--- src/rtl/spipoti_pkg.sv ---
// Shared types and helpers for the multi-channel SPI digital-potentiometer driver.
package spipoti_pkg;

    typedef enum logic [2:0] {
        ST_IDLE,
        ST_SHIFT,
        ST_HOLD,
        ST_END,
        ST_GAP
    } state_t;

    localparam int MAX_CHANNELS = 16;

    // Number of bits in one {command, value} frame.
    function automatic int frame_bits(input int cmd_w, input int val_w);
        return cmd_w + val_w;
    endfunction

    // First pending channel strictly after 'last', wrapping over n channels.
    // Returns 'last' itself if it is the only pending one; caller only uses
    // the result when at least one channel is pending.
    function automatic logic [3:0] rr_next(input logic [15:0] pend,
                                           input logic [3:0]  last,
                                           input int          n);
        logic [3:0] pick;
        logic       found;
        int         idx;
        pick  = last;
        found = 1'b0;
        for (int i = 1; i <= MAX_CHANNELS; i++) begin
            idx = (int'(last) + i) % n;
            if (!found && (i <= n) && pend[idx[3:0]]) begin
                pick  = idx[3:0];
                found = 1'b1;
            end
        end
        return pick;
    endfunction

endpackage

--- src/rtl/spipoti_tick.sv ---
// Free-running clock-enable generator: one-clk tick every DIVIDER clks.
module spipoti_tick #(
    parameter int DIVIDER = 100000
) (
    input  logic clk,
    input  logic rst,
    output logic tick
);
    localparam int CW = (DIVIDER > 1) ? $clog2(DIVIDER) : 1;

    logic [CW-1:0] cnt_q;
    logic [CW-1:0] cnt_d;

    // Count down to zero, then reload; tick is the zero cycle.
    always_comb begin
        if (cnt_q == '0) begin
            cnt_d = CW'(DIVIDER - 1);
        end else begin
            cnt_d = cnt_q - 1'b1;
        end
    end

    // Counter register, cleared so the first cycle after reset is a tick.
    always_ff @(posedge clk) begin
        if (rst) begin
            cnt_q <= '0;
        end else begin
            cnt_q <= cnt_d;
        end
    end

    assign tick = (cnt_q == '0);

endmodule

--- src/rtl/spipoti_multi.sv ---
// Multi-channel SPI pot driver: sends {CMD_BASE+ch, value} frames for channels
// whose value differs from the last sent one, or that were marked by refresh.
module spipoti_multi
    import spipoti_pkg::*;
#(
    parameter int                   CHANNELS    = 2,
    parameter int                   VALUE_WIDTH = 8,
    parameter int                   CMD_WIDTH   = 8,
    parameter logic [CMD_WIDTH-1:0] CMD_BASE    = '0,
    parameter int                   DIVIDER     = 100000,
    parameter bit                   CPOL        = 1'b0,
    parameter int                   GAP_TICKS   = 2
) (
    input  logic                            clk,
    input  logic                            rst,
    input  logic [CHANNELS*VALUE_WIDTH-1:0] value,
    input  logic                            refresh,
    output logic                            mosi,
    output logic                            sclk,
    output logic                            sel,
    output logic                            busy,
    output logic                            frame_done
);
    localparam int FRAME = frame_bits(CMD_WIDTH, VALUE_WIDTH);
    localparam int BIT_W = $clog2(FRAME);
    localparam int CH_W  = (CHANNELS > 1) ? $clog2(CHANNELS) : 1;
    localparam int GAP_W = $clog2(GAP_TICKS + 1) + 1;

    logic tick;

    state_t                 state_q, state_d;
    logic                   phase_q, phase_d;
    logic [BIT_W-1:0]       bit_q, bit_d;
    logic [FRAME-1:0]       shift_q, shift_d;
    logic [CH_W-1:0]        cur_q, cur_d;
    logic [CH_W-1:0]        last_q, last_d;
    logic [GAP_W-1:0]       gap_q, gap_d;
    logic                   mosi_q, mosi_d;
    logic                   sclk_q, sclk_d;
    logic                   sel_q, sel_d;
    logic                   busy_q, busy_d;
    logic                   frame_done_q, frame_done_d;
    logic [CHANNELS-1:0]    force_q, force_d;
    logic [VALUE_WIDTH-1:0] shadow_q [CHANNELS];
    logic [VALUE_WIDTH-1:0] shadow_d [CHANNELS];
    logic [VALUE_WIDTH-1:0] val_arr  [CHANNELS];
    logic [CHANNELS-1:0]    pending;
    logic [CH_W-1:0]        pick;

    spipoti_tick #(
        .DIVIDER (DIVIDER)
    ) u_tick (
        .clk  (clk),
        .rst  (rst),
        .tick (tick)
    );

    // Split the value bus per channel and flag channels that need a write.
    always_comb begin
        pending = '0;
        for (int c = 0; c < CHANNELS; c++) begin
            val_arr[c] = value[c*VALUE_WIDTH +: VALUE_WIDTH];
            pending[c] = (val_arr[c] != shadow_q[c]) | force_q[c];
        end
        pick = CH_W'(rr_next(16'(pending), 4'(last_q), CHANNELS));
    end

    // Frame sequencer: every state change and pin update waits for a tick.
    always_comb begin
        state_d      = state_q;
        phase_d      = phase_q;
        bit_d        = bit_q;
        shift_d      = shift_q;
        cur_d        = cur_q;
        last_d       = last_q;
        gap_d        = gap_q;
        mosi_d       = mosi_q;
        sclk_d       = sclk_q;
        sel_d        = sel_q;
        busy_d       = busy_q;
        frame_done_d = 1'b0;
        force_d      = force_q;
        for (int c = 0; c < CHANNELS; c++) begin
            shadow_d[c] = shadow_q[c];
        end

        if (tick) begin
            case (state_q)
                ST_IDLE: begin
                    if (|pending) begin
                        cur_d   = pick;
                        last_d  = pick;
                        shift_d = {CMD_BASE + CMD_WIDTH'(pick), val_arr[pick]};
                        sel_d   = 1'b0;
                        busy_d  = 1'b1;
                        bit_d   = BIT_W'(FRAME - 1);
                        phase_d = 1'b0;
                        state_d = ST_SHIFT;
                    end
                end
                ST_SHIFT: begin
                    if (!phase_q) begin
                        sclk_d  = 1'b0;
                        mosi_d  = shift_q[bit_q];
                        phase_d = 1'b1;
                    end else begin
                        sclk_d  = 1'b1;
                        phase_d = 1'b0;
                        if (bit_q == '0) begin
                            state_d = ST_HOLD;
                        end else begin
                            bit_d = bit_q - 1'b1;
                        end
                    end
                end
                ST_HOLD: begin
                    sclk_d  = CPOL;
                    mosi_d  = 1'b0;
                    state_d = ST_END;
                end
                ST_END: begin
                    sel_d           = 1'b1;
                    shadow_d[cur_q] = shift_q[VALUE_WIDTH-1:0];
                    force_d[cur_q]  = 1'b0;
                    frame_done_d    = 1'b1;
                    if (GAP_TICKS == 0) begin
                        busy_d  = 1'b0;
                        state_d = ST_IDLE;
                    end else begin
                        gap_d   = GAP_W'(GAP_TICKS);
                        state_d = ST_GAP;
                    end
                end
                ST_GAP: begin
                    gap_d = gap_q - 1'b1;
                    if (gap_q == GAP_W'(1)) begin
                        busy_d  = 1'b0;
                        state_d = ST_IDLE;
                    end
                end
                default: begin
                    state_d = ST_IDLE;
                end
            endcase
        end

        // A refresh request overrides the per-channel clear done at frame end.
        if (refresh) begin
            force_d = '1;
        end
    end

    // State and pin registers; reset aborts any frame in progress at once.
    always_ff @(posedge clk) begin
        if (rst) begin
            state_q      <= ST_IDLE;
            phase_q      <= 1'b0;
            bit_q        <= '0;
            shift_q      <= '0;
            cur_q        <= '0;
            last_q       <= CH_W'(CHANNELS - 1);
            gap_q        <= '0;
            mosi_q       <= 1'b0;
            sclk_q       <= CPOL;
            sel_q        <= 1'b1;
            busy_q       <= 1'b0;
            frame_done_q <= 1'b0;
            force_q      <= '1;
            for (int c = 0; c < CHANNELS; c++) begin
                shadow_q[c] <= '0;
            end
        end else begin
            state_q      <= state_d;
            phase_q      <= phase_d;
            bit_q        <= bit_d;
            shift_q      <= shift_d;
            cur_q        <= cur_d;
            last_q       <= last_d;
            gap_q        <= gap_d;
            mosi_q       <= mosi_d;
            sclk_q       <= sclk_d;
            sel_q        <= sel_d;
            busy_q       <= busy_d;
            frame_done_q <= frame_done_d;
            force_q      <= force_d;
            for (int c = 0; c < CHANNELS; c++) begin
                shadow_q[c] <= shadow_d[c];
            end
        end
    end

    assign mosi       = mosi_q;
    assign sclk       = sclk_q;
    assign sel        = sel_q;
    assign busy       = busy_q;
    assign frame_done = frame_done_q;

endmodule
--- config.mk ---
export PLATFORM = sky130hd
export DESIGN_NAME = spipoti_multi
export DESIGN_NICKNAME = d
export VERILOG_FILES = /design/src/rtl/spipoti_pkg.sv /design/src/rtl/spipoti_tick.sv /design/src/rtl/spipoti_multi.sv
export SDC_FILE = /design/constraint.sdc
export NUM_CORES = 1
export LEC_CHECK = 0
export ABC_CLOCK_PERIOD_IN_PS = 2890
export CAP_MARGIN = 25
export CORE_MARGIN = 2
export CORE_UTILIZATION = 40
export CTS_CLUSTER_DIAMETER = 200
export DETAILED_ROUTE_END_ITERATION = 8
export PLACE_DENSITY = 0.66
export SLEW_MARGIN = 10
export SYNTH_ARGS = -nofsm -noshare
export SYNTH_HDL_FRONTEND = slang
export SYNTH_SLANG_ARGS = --single-unit
--- constraint.sdc ---
create_clock -name clk -period 2.89 [get_ports clk]
set_input_delay 0.578 -clock clk [delete_from_list [all_inputs] [get_ports clk]]
set_output_delay 0.578 -clock clk [all_outputs]
set_load 0.02 [all_outputs]
==> impl_summary.log, run 1 <==
INFO  metric outcome = complete, no violations
INFO  metric drt_pre_antenna_iters = 4
INFO  metric cts_tree = built
INFO  metric clk_latency = 330 ps
INFO  metric chipWidth = 88.90 um
INFO  metric postLayoutCoreUtil = 0.4918
INFO  metric clk_pin_slew_worst_paths = ~60 ps
INFO  metric num_antenna_cells = 0
INFO  metric filler_cell_count = approximately 650
INFO  metric critPathKind = primary input to flop
INFO  metric grt_start_max_net_pins = 33
INFO  metric synth.ff_latch_count = 61
INFO  metric rows = 30
INFO  metric fin_crit_sh = 0.8349
INFO  metric grt_pass1_vias = 2,145
INFO  metric synth.cell_area = 0.002883 mm^2
INFO  metric leftover_overflow_at_the_end_of_global_routing = 0
INFO  metric route.final.wire_length = between 5000 and 6000 um
INFO  metric placed_cells = around 430
INFO  metric crit_path_max_incr_delay = 540 ps
INFO  metric finalHoldViolCount = 0
INFO  metric synth.avg_cell_area = between 9 and 10 um^2
INFO  metric type_of_the_tightest_min_delay_check = flop to flop
INFO  metric design.die.area = just under 0.008 mm^2
INFO  metric vias = between 2,000 and 2,500
INFO  metric async_set_reset_flop_share_out_of_synthesis = 0
INFO  metric number_of_buffers_inserted_for_hold_repair_after_clock_tree_synthesis = 0
INFO  metric synth_cells = between 300 and 400
INFO  metric antenna_found_initial = 0
INFO  metric setup_viol_count_final = 0
INFO  metric worst_ir_drop_vdd = between 0.0003 and 0.0004 V
INFO  metric cts.sinks = 61
INFO  metric dpl.hpwl = about 4200 um
INFO  metric die_height = slightly below 90 um
INFO  metric synth_area_leaders = sky130_fd_sc_hd__dfxtp_1, sky130_fd_sc_hd__mux2i_1, sky130_fd_sc_hd__nor2_1
INFO  metric floorplan.io_pins = 24
INFO  metric switching_share = 0.3705
INFO  metric post_cts_resized = 0
INFO  metric critical-path-top-delay-family = simple AND/OR/NAND/NOR gates
INFO  metric internal_power_summed_over_all_cells = a little under 2 mW
INFO  metric antenna_violating_nets_post_route = 0
INFO  metric leakage = 1.321 nW
INFO  metric end_kind = flop
INFO  metric clock_power_share = 0.205
INFO  metric synth_largest_type_area_fraction = 0.4236
INFO  metric synth-warning-count = 0
INFO  metric tightest_slew = between 800 and 900 ps
INFO  metric clock_tree.htree_level_count = 3
INFO  metric area_delta_synth_final = 17.19%
INFO  metric routedWlPerCell = 13.21 um
INFO  metric track_usage = 0.1690
INFO  metric max_cap_viol_count = 0
INFO  metric regToRegSetupSlack = around 500 ps
INFO  metric fmax = 414.5 MHz
INFO  metric cts_setup_buffers = 0
INFO  metric coreArea = 0.006869 mm^2
INFO  metric wire_length_of_the_first_global_routing_pass = around 10,000 um
INFO  metric place.gp.congestion = around 0.77
INFO  metric cp.arrival = between 2000 and 3000 ps
INFO  metric required_time_at_the_worst_slack_endpoint = around 3100 ps
INFO  metric multi_input_area = roughly 0.0016 mm^2
INFO  metric clk_root_buffer_cell = sky130_fd_sc_hd__clkbuf_8
INFO  metric drc_errors = 0
INFO  metric pwr_density_cell = 922.4 mW/mm^2
INFO  metric synth.net_count = 341
INFO  metric worstPathBufferInverterCount = 1
INFO  metric vias_per_cell = about 5.1
INFO  metric number_of_enable_type_register_cells_in_the_synthesized_netlist = 0
INFO  metric portBuffers = 23
INFO  metric seqPwrFrac = 0.416
INFO  metric post-synth-top-area-cell = sky130_fd_sc_hd__dfxtp_1
INFO  metric netlist-cell-type-count = 48
INFO  metric final_layout_size_suffix_gt1_frac = 0.09827
INFO  metric setup_tns = 0 ps
INFO  metric cts-buffers-inserted = 9
INFO  metric final_max_slew_viol_count = 0
INFO  metric crit_path_max_fanout = 25
INFO  metric nNetsFinal = about 370
INFO  metric combinationalPowerShare = 0.379
INFO  metric yosys_most_used_dff = sky130_fd_sc_hd__dfxtp_1
INFO  metric finClkSkew = between 8 and 9 ps
INFO  metric seqCellArea = around 0.0012 mm^2
INFO  metric detailedRoute.firstIterationViolations = approximately 110
INFO  metric relSlewSlack = 0.4157
INFO  metric finalCriticalPeriod = 2413 ps
INFO  metric power_switching = 1.155 mW
INFO  metric grt_setup_unrepaired = false
INFO  metric worstSetupStartpointType = primary input
INFO  metric stdcell_count = around 440
INFO  metric share_of_the_yosys_chip_area_belonging_to_registers = 0.4236
INFO  metric floorplan.initialDensity = 0.4197
INFO  metric worst_path_max_delay_cell = sky130_fd_sc_hd__or4_4
INFO  metric ctsLongestPathBuffers = 2
INFO  metric critical_path.cell_chain = clkdlybuf4s50_1 -> xnor2_1 -> nand3_1 -> or4_4 -> o211a_2 -> nor3_1 -> a211oi_1
[synthesized netlist by cell type, types with 3 or more instances]
cell type / n
sky130_fd_sc_hd__a211oi_1: 10
sky130_fd_sc_hd__a21oi_1: 20
sky130_fd_sc_hd__and3_1: 3
sky130_fd_sc_hd__clkbuf_1: 12
sky130_fd_sc_hd__dfxtp_1: 61
sky130_fd_sc_hd__ha_1: 4
sky130_fd_sc_hd__inv_1: 12
sky130_fd_sc_hd__mux2i_1: 27
sky130_fd_sc_hd__nand2_1: 15
sky130_fd_sc_hd__nand2b_1: 3
sky130_fd_sc_hd__nand3_1: 6
sky130_fd_sc_hd__nor2_1: 56
sky130_fd_sc_hd__nor3_1: 9
sky130_fd_sc_hd__nor3_2: 3
sky130_fd_sc_hd__o21ai_0: 8
sky130_fd_sc_hd__xnor2_1: 15
sky130_fd_sc_hd__xor2_1: 13
[flip-flops by register name, indices dropped and copies added (netlist names)]
register	flops
sel	1
shadow_q	16
last_q	1
bit_q	4
u_tick.cnt_q	17
shift_q	8
force_q	2
busy	1
sclk	1
state_q	3
mosi	1
frame_done	1
cur_q	1
gap_q	3
phase_q	1
[final timing paths]
path	startpoint	endpoint	depth (start not counted)
worst min register to register	u_tick.cnt_q[11]	u_tick.cnt_q[11]	2
worst max-delay path	value[12]	bit_q[0]	7
worst max register to register	u_tick.cnt_q[0]	shadow_q[0][1]	9
worst min-delay path	u_tick.cnt_q[11]	u_tick.cnt_q[11]	2
[metal layers]
layer / vias up / global-route usage / routed length, um
met5: - / 0 / 0
met4: 0 / 0.06612 / 106
met3: 8 / 0.04155 / 197
met2: 40 / 0.2456 / 2564
met1: 1057 / 0.2414 / 2970
li1: 1157 / - / -
[placed cells by master, fill, tap and decap left out, types with 2 or more instances in the layout]
master                            instances
sky130_fd_sc_hd__ha_1                     4
sky130_fd_sc_hd__nor2_1                  56
sky130_fd_sc_hd__nand4_1                  2
sky130_fd_sc_hd__clkdlybuf4s50_1         22
sky130_fd_sc_hd__xor2_1                  13
sky130_fd_sc_hd__mux2i_1                 27
sky130_fd_sc_hd__xnor2_1                 15
sky130_fd_sc_hd__clkinv_2                 2
sky130_fd_sc_hd__a21oi_1                 20
sky130_fd_sc_hd__a211oi_1                10
sky130_fd_sc_hd__and3_1                   3
sky130_fd_sc_hd__inv_1                   12
sky130_fd_sc_hd__or4_4                    2
sky130_fd_sc_hd__nand2_1                 15
sky130_fd_sc_hd__mux4_2                   2
sky130_fd_sc_hd__nor4_1                   2
sky130_fd_sc_hd__or2_2                    2
sky130_fd_sc_hd__nand3_1                  6
sky130_fd_sc_hd__o22ai_1                  2
sky130_fd_sc_hd__or3_1                    2
sky130_fd_sc_hd__o21ai_0                  8
sky130_fd_sc_hd__clkbuf_8                10
sky130_fd_sc_hd__clkbuf_1                 3
sky130_fd_sc_hd__a41o_1                   2
sky130_fd_sc_hd__buf_4                    5
sky130_fd_sc_hd__a31oi_1                  2
sky130_fd_sc_hd__nor3_1                   9
sky130_fd_sc_hd__nand2b_1                 3
sky130_fd_sc_hd__nor3_2                   3
sky130_fd_sc_hd__dfxtp_1                 61
[worst min-delay path, delay by kind of cell, from the launching register on]
kind,cells,cell delay (ps)
AND/OR/NAND/NOR,1,50
flip-flops,1,310
AO/OA/AOI/OAI,1,50
[final cells by class]
| cell class | count | area share |
|---|---|---|
| clock buffers | 13 | 0.04407 |
| clock inverters | 2 | 0.002963 |
| inverters | 12 | 0.01333 |
| multi-input cells | 229 | 0.4589 |
| flip-flops and latches | 61 | 0.3615 |
| well taps | 96 | 0.03556 |
| repair buffers | 29 | 0.08370 |
[power by group through the flow]
stage	Clock, mW	Sequential [mW]	Combinational, mW
5_1_grt	0.692	1.33	1.33
3_5_place_dp	0	1.31	1.18
3_3_place_gp	0	1.31	1.16
4_1_cts	0.654	1.29	1.19
2_1_floorplan	0	1.26	0.929
6_report	0.640	1.30	1.18
[per-stage QoR]
step	setup slack (ps)	hold WS (ps)	power (mW)	instance area (um^2)
after global placement	125.3	449.1	2.466	3219
after CTS	461.9	459.5	3.137	3378
after global routing	239.7	490.0	3.351	3378
after detailed placement	117.4	450.5	2.493	3219
after floorplan	783.7	422.6	2.189	2883
final	477.2	457.7	3.116	3378
[logic make-up after synthesis]
family | share of synthesized area
fa+ha+maj | 0.01736
flops | 0.4236
simple gates | 0.1944
mux | 0.1172
xor+xnor | 0.08507
buf+inv | 0.03863
compound gates | 0.1237
Power figures use the tool's default switching activity.
==> run 2, diff against run 1 <==
--- a/config.mk
+++ b/config.mk
@@ -5,13 +5,13 @@
 export SDC_FILE = /design/constraint.sdc
 export NUM_CORES = 1
 export LEC_CHECK = 0
-export ABC_CLOCK_PERIOD_IN_PS = 2890
+export ABC_CLOCK_PERIOD_IN_PS = 2180
 export CAP_MARGIN = 25
 export CORE_MARGIN = 2
 export CORE_UTILIZATION = 40
 export CTS_CLUSTER_DIAMETER = 200
 export DETAILED_ROUTE_END_ITERATION = 8
-export PLACE_DENSITY = 0.66
+export PLACE_DENSITY = 0.68
 export SLEW_MARGIN = 10
 export SYNTH_ARGS = -nofsm -noshare
 export SYNTH_HDL_FRONTEND = slang
==> constraint.sdc (replaced) <==
create_clock -name clk -period 2.18 [get_ports clk]
set_input_delay 0.436 -clock clk [delete_from_list [all_inputs] [get_ports clk]]
set_output_delay 0.436 -clock clk [all_outputs]
set_load 0.02 [all_outputs]
==> run 2 against run 1 <==
Effect of this change:
- the flow now finishes with violations (setup timing)
- sequential cell count unchanged
- non-clock buffer count rose by 20
- critical path depth unchanged
- via count grew 3.5%
- sequential share of layout area is 2.9 points lower
- global-route usage increased by 0.64 points
- count of clock-buffer cells in the layout fell by 2
- register-to-register slack worse by 520 ps
- hold slack improved by 11 ps
- core utilization grew 4.4 points
- sequential power is 34% higher
==> impl_summary.log, run 2 (synthesis gave the netlist of run 1 again) <==
INFO  metric coreArea = 0.006869 mm^2
INFO  metric area_delta_synth_final = 27.69%
INFO  metric largest-register = u_tick.cnt_q
INFO  metric layout.cells.most_common_list = sky130_fd_sc_hd__dfxtp_1, sky130_fd_sc_hd__nor2_1, sky130_fd_sc_hd__mux2i_1
INFO  metric grt_setup_unrepaired = true
INFO  metric detailedRoute.firstIterationViolations = about 130
INFO  metric worst_path_max_delay_cell = sky130_fd_sc_hd__or4_4
INFO  metric portBuffers = 23
INFO  metric grt_start_max_net_pins = 25
INFO  metric die_height = around 89 um
INFO  metric seqCellArea = around 0.0012 mm^2
INFO  metric clk_pin_slew_worst_paths = around 70 ps
INFO  metric cts_tree = built
INFO  metric placed_cells = 443
INFO  metric clk_root_buffer_cell = sky130_fd_sc_hd__clkbuf_8
INFO  metric critical_path.cell_chain = or4_4 -> or3_4 -> nor4_4 -> buf_4 -> buf_6 -> mux2i_1 -> nor2_1
INFO  metric relSlewSlack = 0.7106
INFO  metric postLayoutSetupSlackWorst = -24.23 ps
INFO  metric route.final.wire_length = between 6000 and 7000 um
INFO  metric post-layout-total-power = approximately 4.6 mW
INFO  metric track_usage = 0.1754
INFO  metric num_antenna_cells = 0
INFO  metric chipWidth = between 80 and 90 um
INFO  metric dpl.hpwl = 4325 um
INFO  metric type_of_the_tightest_min_delay_check = flop to flop
INFO  metric setup_viol_count_final = 3
INFO  metric cp.depth = 7
INFO  metric floorplan.initialDensity = 0.4197
INFO  metric antenna_violating_nets_post_route = 0
INFO  metric final_common_cell = sky130_fd_sc_hd__dfxtp_1
INFO  metric filler_cell_count = between 600 and 700
INFO  metric crit_path_max_incr_delay = between 500 and 600 ps
INFO  metric final_layout_size_suffix_gt1_frac = 0.1880
INFO  metric failed_checks = setup timing
INFO  metric grt_pass1_vias = 2,202
INFO  metric tightest_slew = roughly 430 ps
INFO  metric place.gp.congestion = between 0.8 and 0.9
INFO  metric rows = 30
INFO  metric cts.sinks = 61
INFO  metric drc_errors = 0
INFO  metric vias = 2,342
INFO  metric max_cap_viol_count = 0
INFO  metric antenna_found_initial = 0
INFO  metric finalHoldViolCount = 0
INFO  metric floorplan.io_pins = 24
INFO  metric ctsLongestPathBuffers = 2
INFO  metric leftover_overflow_at_the_end_of_global_routing = 0
INFO  metric critical-path-top-delay-family = simple AND/OR/NAND/NOR gates
INFO  metric cp.arrival = roughly 2400 ps
INFO  metric stdcell_count = between 400 and 500
INFO  metric final_max_slew_viol_count = 0
INFO  metric routedWlPerCell = 13.72 um
INFO  metric multi_input_area = 0.001644 mm^2
INFO  metric leakage = 1.497 nW
INFO  metric worst_ir_drop_vdd = around 0.00045 V
INFO  metric pwr_density_cell = between 1000 and 1500 mW/mm^2
INFO  metric end_kind = flop
INFO  metric critPathKind = flop to flop
INFO  metric required_time_at_the_worst_slack_endpoint = approximately 2400 ps
INFO  metric wire_length_of_the_first_global_routing_pass = around 10,000 um
INFO  metric clk_latency = about 330 ps
INFO  metric outcome = complete, but fails checks
INFO  metric fmax = around 450 MHz
INFO  metric largest_register_ffs = 17
INFO  metric nNetsFinal = 385
INFO  metric cts-buffers-inserted = 9
INFO  metric worst-r2r-cell-count = 7
INFO  metric clock_tree.htree_level_count = 3
INFO  metric finalCriticalPeriod = between 2000 and 2500 ps
INFO  metric fin_crit_sh = 1.011
INFO  metric drt_pre_antenna_iters = 5
INFO  metric postLayoutCoreUtil = 0.5359
INFO  metric min_path_cells = 2
INFO  metric finClkSkew = 5.747 ps
INFO  metric vias_per_cell = between 5 and 6
INFO  metric worstSetupStartpointType = flop
INFO  metric crit_path_max_fanout = 4
INFO  metric design.die.area = between 0.007 and 0.008 mm^2
INFO  metric worstPathBufferInverterCount = 2
INFO  metric setup_slack_placement = -356.4 ps
INFO  metric top_regs = u_tick.cnt_q x17, shadow_q x16, shift_q x8
==> run 2: changes by cell type in the layout (fill, tap and decap cells not counted), sizes merged <==
cell           before  now
buf                 7   27
clkdlybuf4s50      22   18
dlymetal6s2s        0    4
clkbuf             13   11
clkinv              2    4
bufinv              0    1
==> run 2: path summary, 6_finish.rpt <==
path	endpoint	from	slack, ps
max	shadow_q[0][5]	u_tick.cnt_q[15]	-20
min	force_q[0]	force_q[0]	470
max reg2reg	shadow_q[0][5]	u_tick.cnt_q[15]	-20
min reg2reg	force_q[0]	force_q[0]	470
==> run 2: layer usage <==
layer  GRT usage  share of wire  vias to the layer above
li1            -              -                     1196
met1      0.2346           0.49                     1097
met2      0.2741           0.46                       38
met3     0.03047          0.028                       11
met4     0.08678          0.019                        0
met5           0              0                        -
==> run 2: repair_timing <==
item                                    in CTS  in global routing
resized for setup                            7                 22
endpoints found under the hold margin        0                  0
pin swaps                                    0                  7
buffers inserted                             0                  3
hold buffers                                 0                  0
endpoints found under the setup margin      10                 35
cloned                                       1                  0
==> run 2: layout make-up <==
class | instances | area share
tap | 96 | 0.03263
timing repair buffer | 49 | 0.1244
clock inverter | 5 | 0.01360
multi-input combinational | 229 | 0.4466
sequential | 61 | 0.3321
inverter | 12 | 0.01224
clock buffer | 11 | 0.03841
==> run 2: per-stage QoR <==
step	TNS, ps	hold WS, ps	area, um^2
2_1_floorplan	0	422.6	2883
3_3_place_gp	-5417	443.6	3339
3_5_place_dp	-5583	459.1	3339
4_1_cts	-19.95	468.9	3565
5_1_grt	-428.5	481.7	3681
6_report	-62.22	468.7	3681
==> run 2: where the power goes <==
group	switching (mW)	internal (mW)	total, mW
Clock	0.429	0.551	0.981
Combinational	0.914	0.965	1.88
Sequential	0.334	1.41	1.74
==> run 2: worst reg2reg max path, delay by kind of cell (launching register included) <==
family,cells,cell delay (ps)
simple gates,4,1290
flops,1,330
buf+inv,2,300
mux,1,180
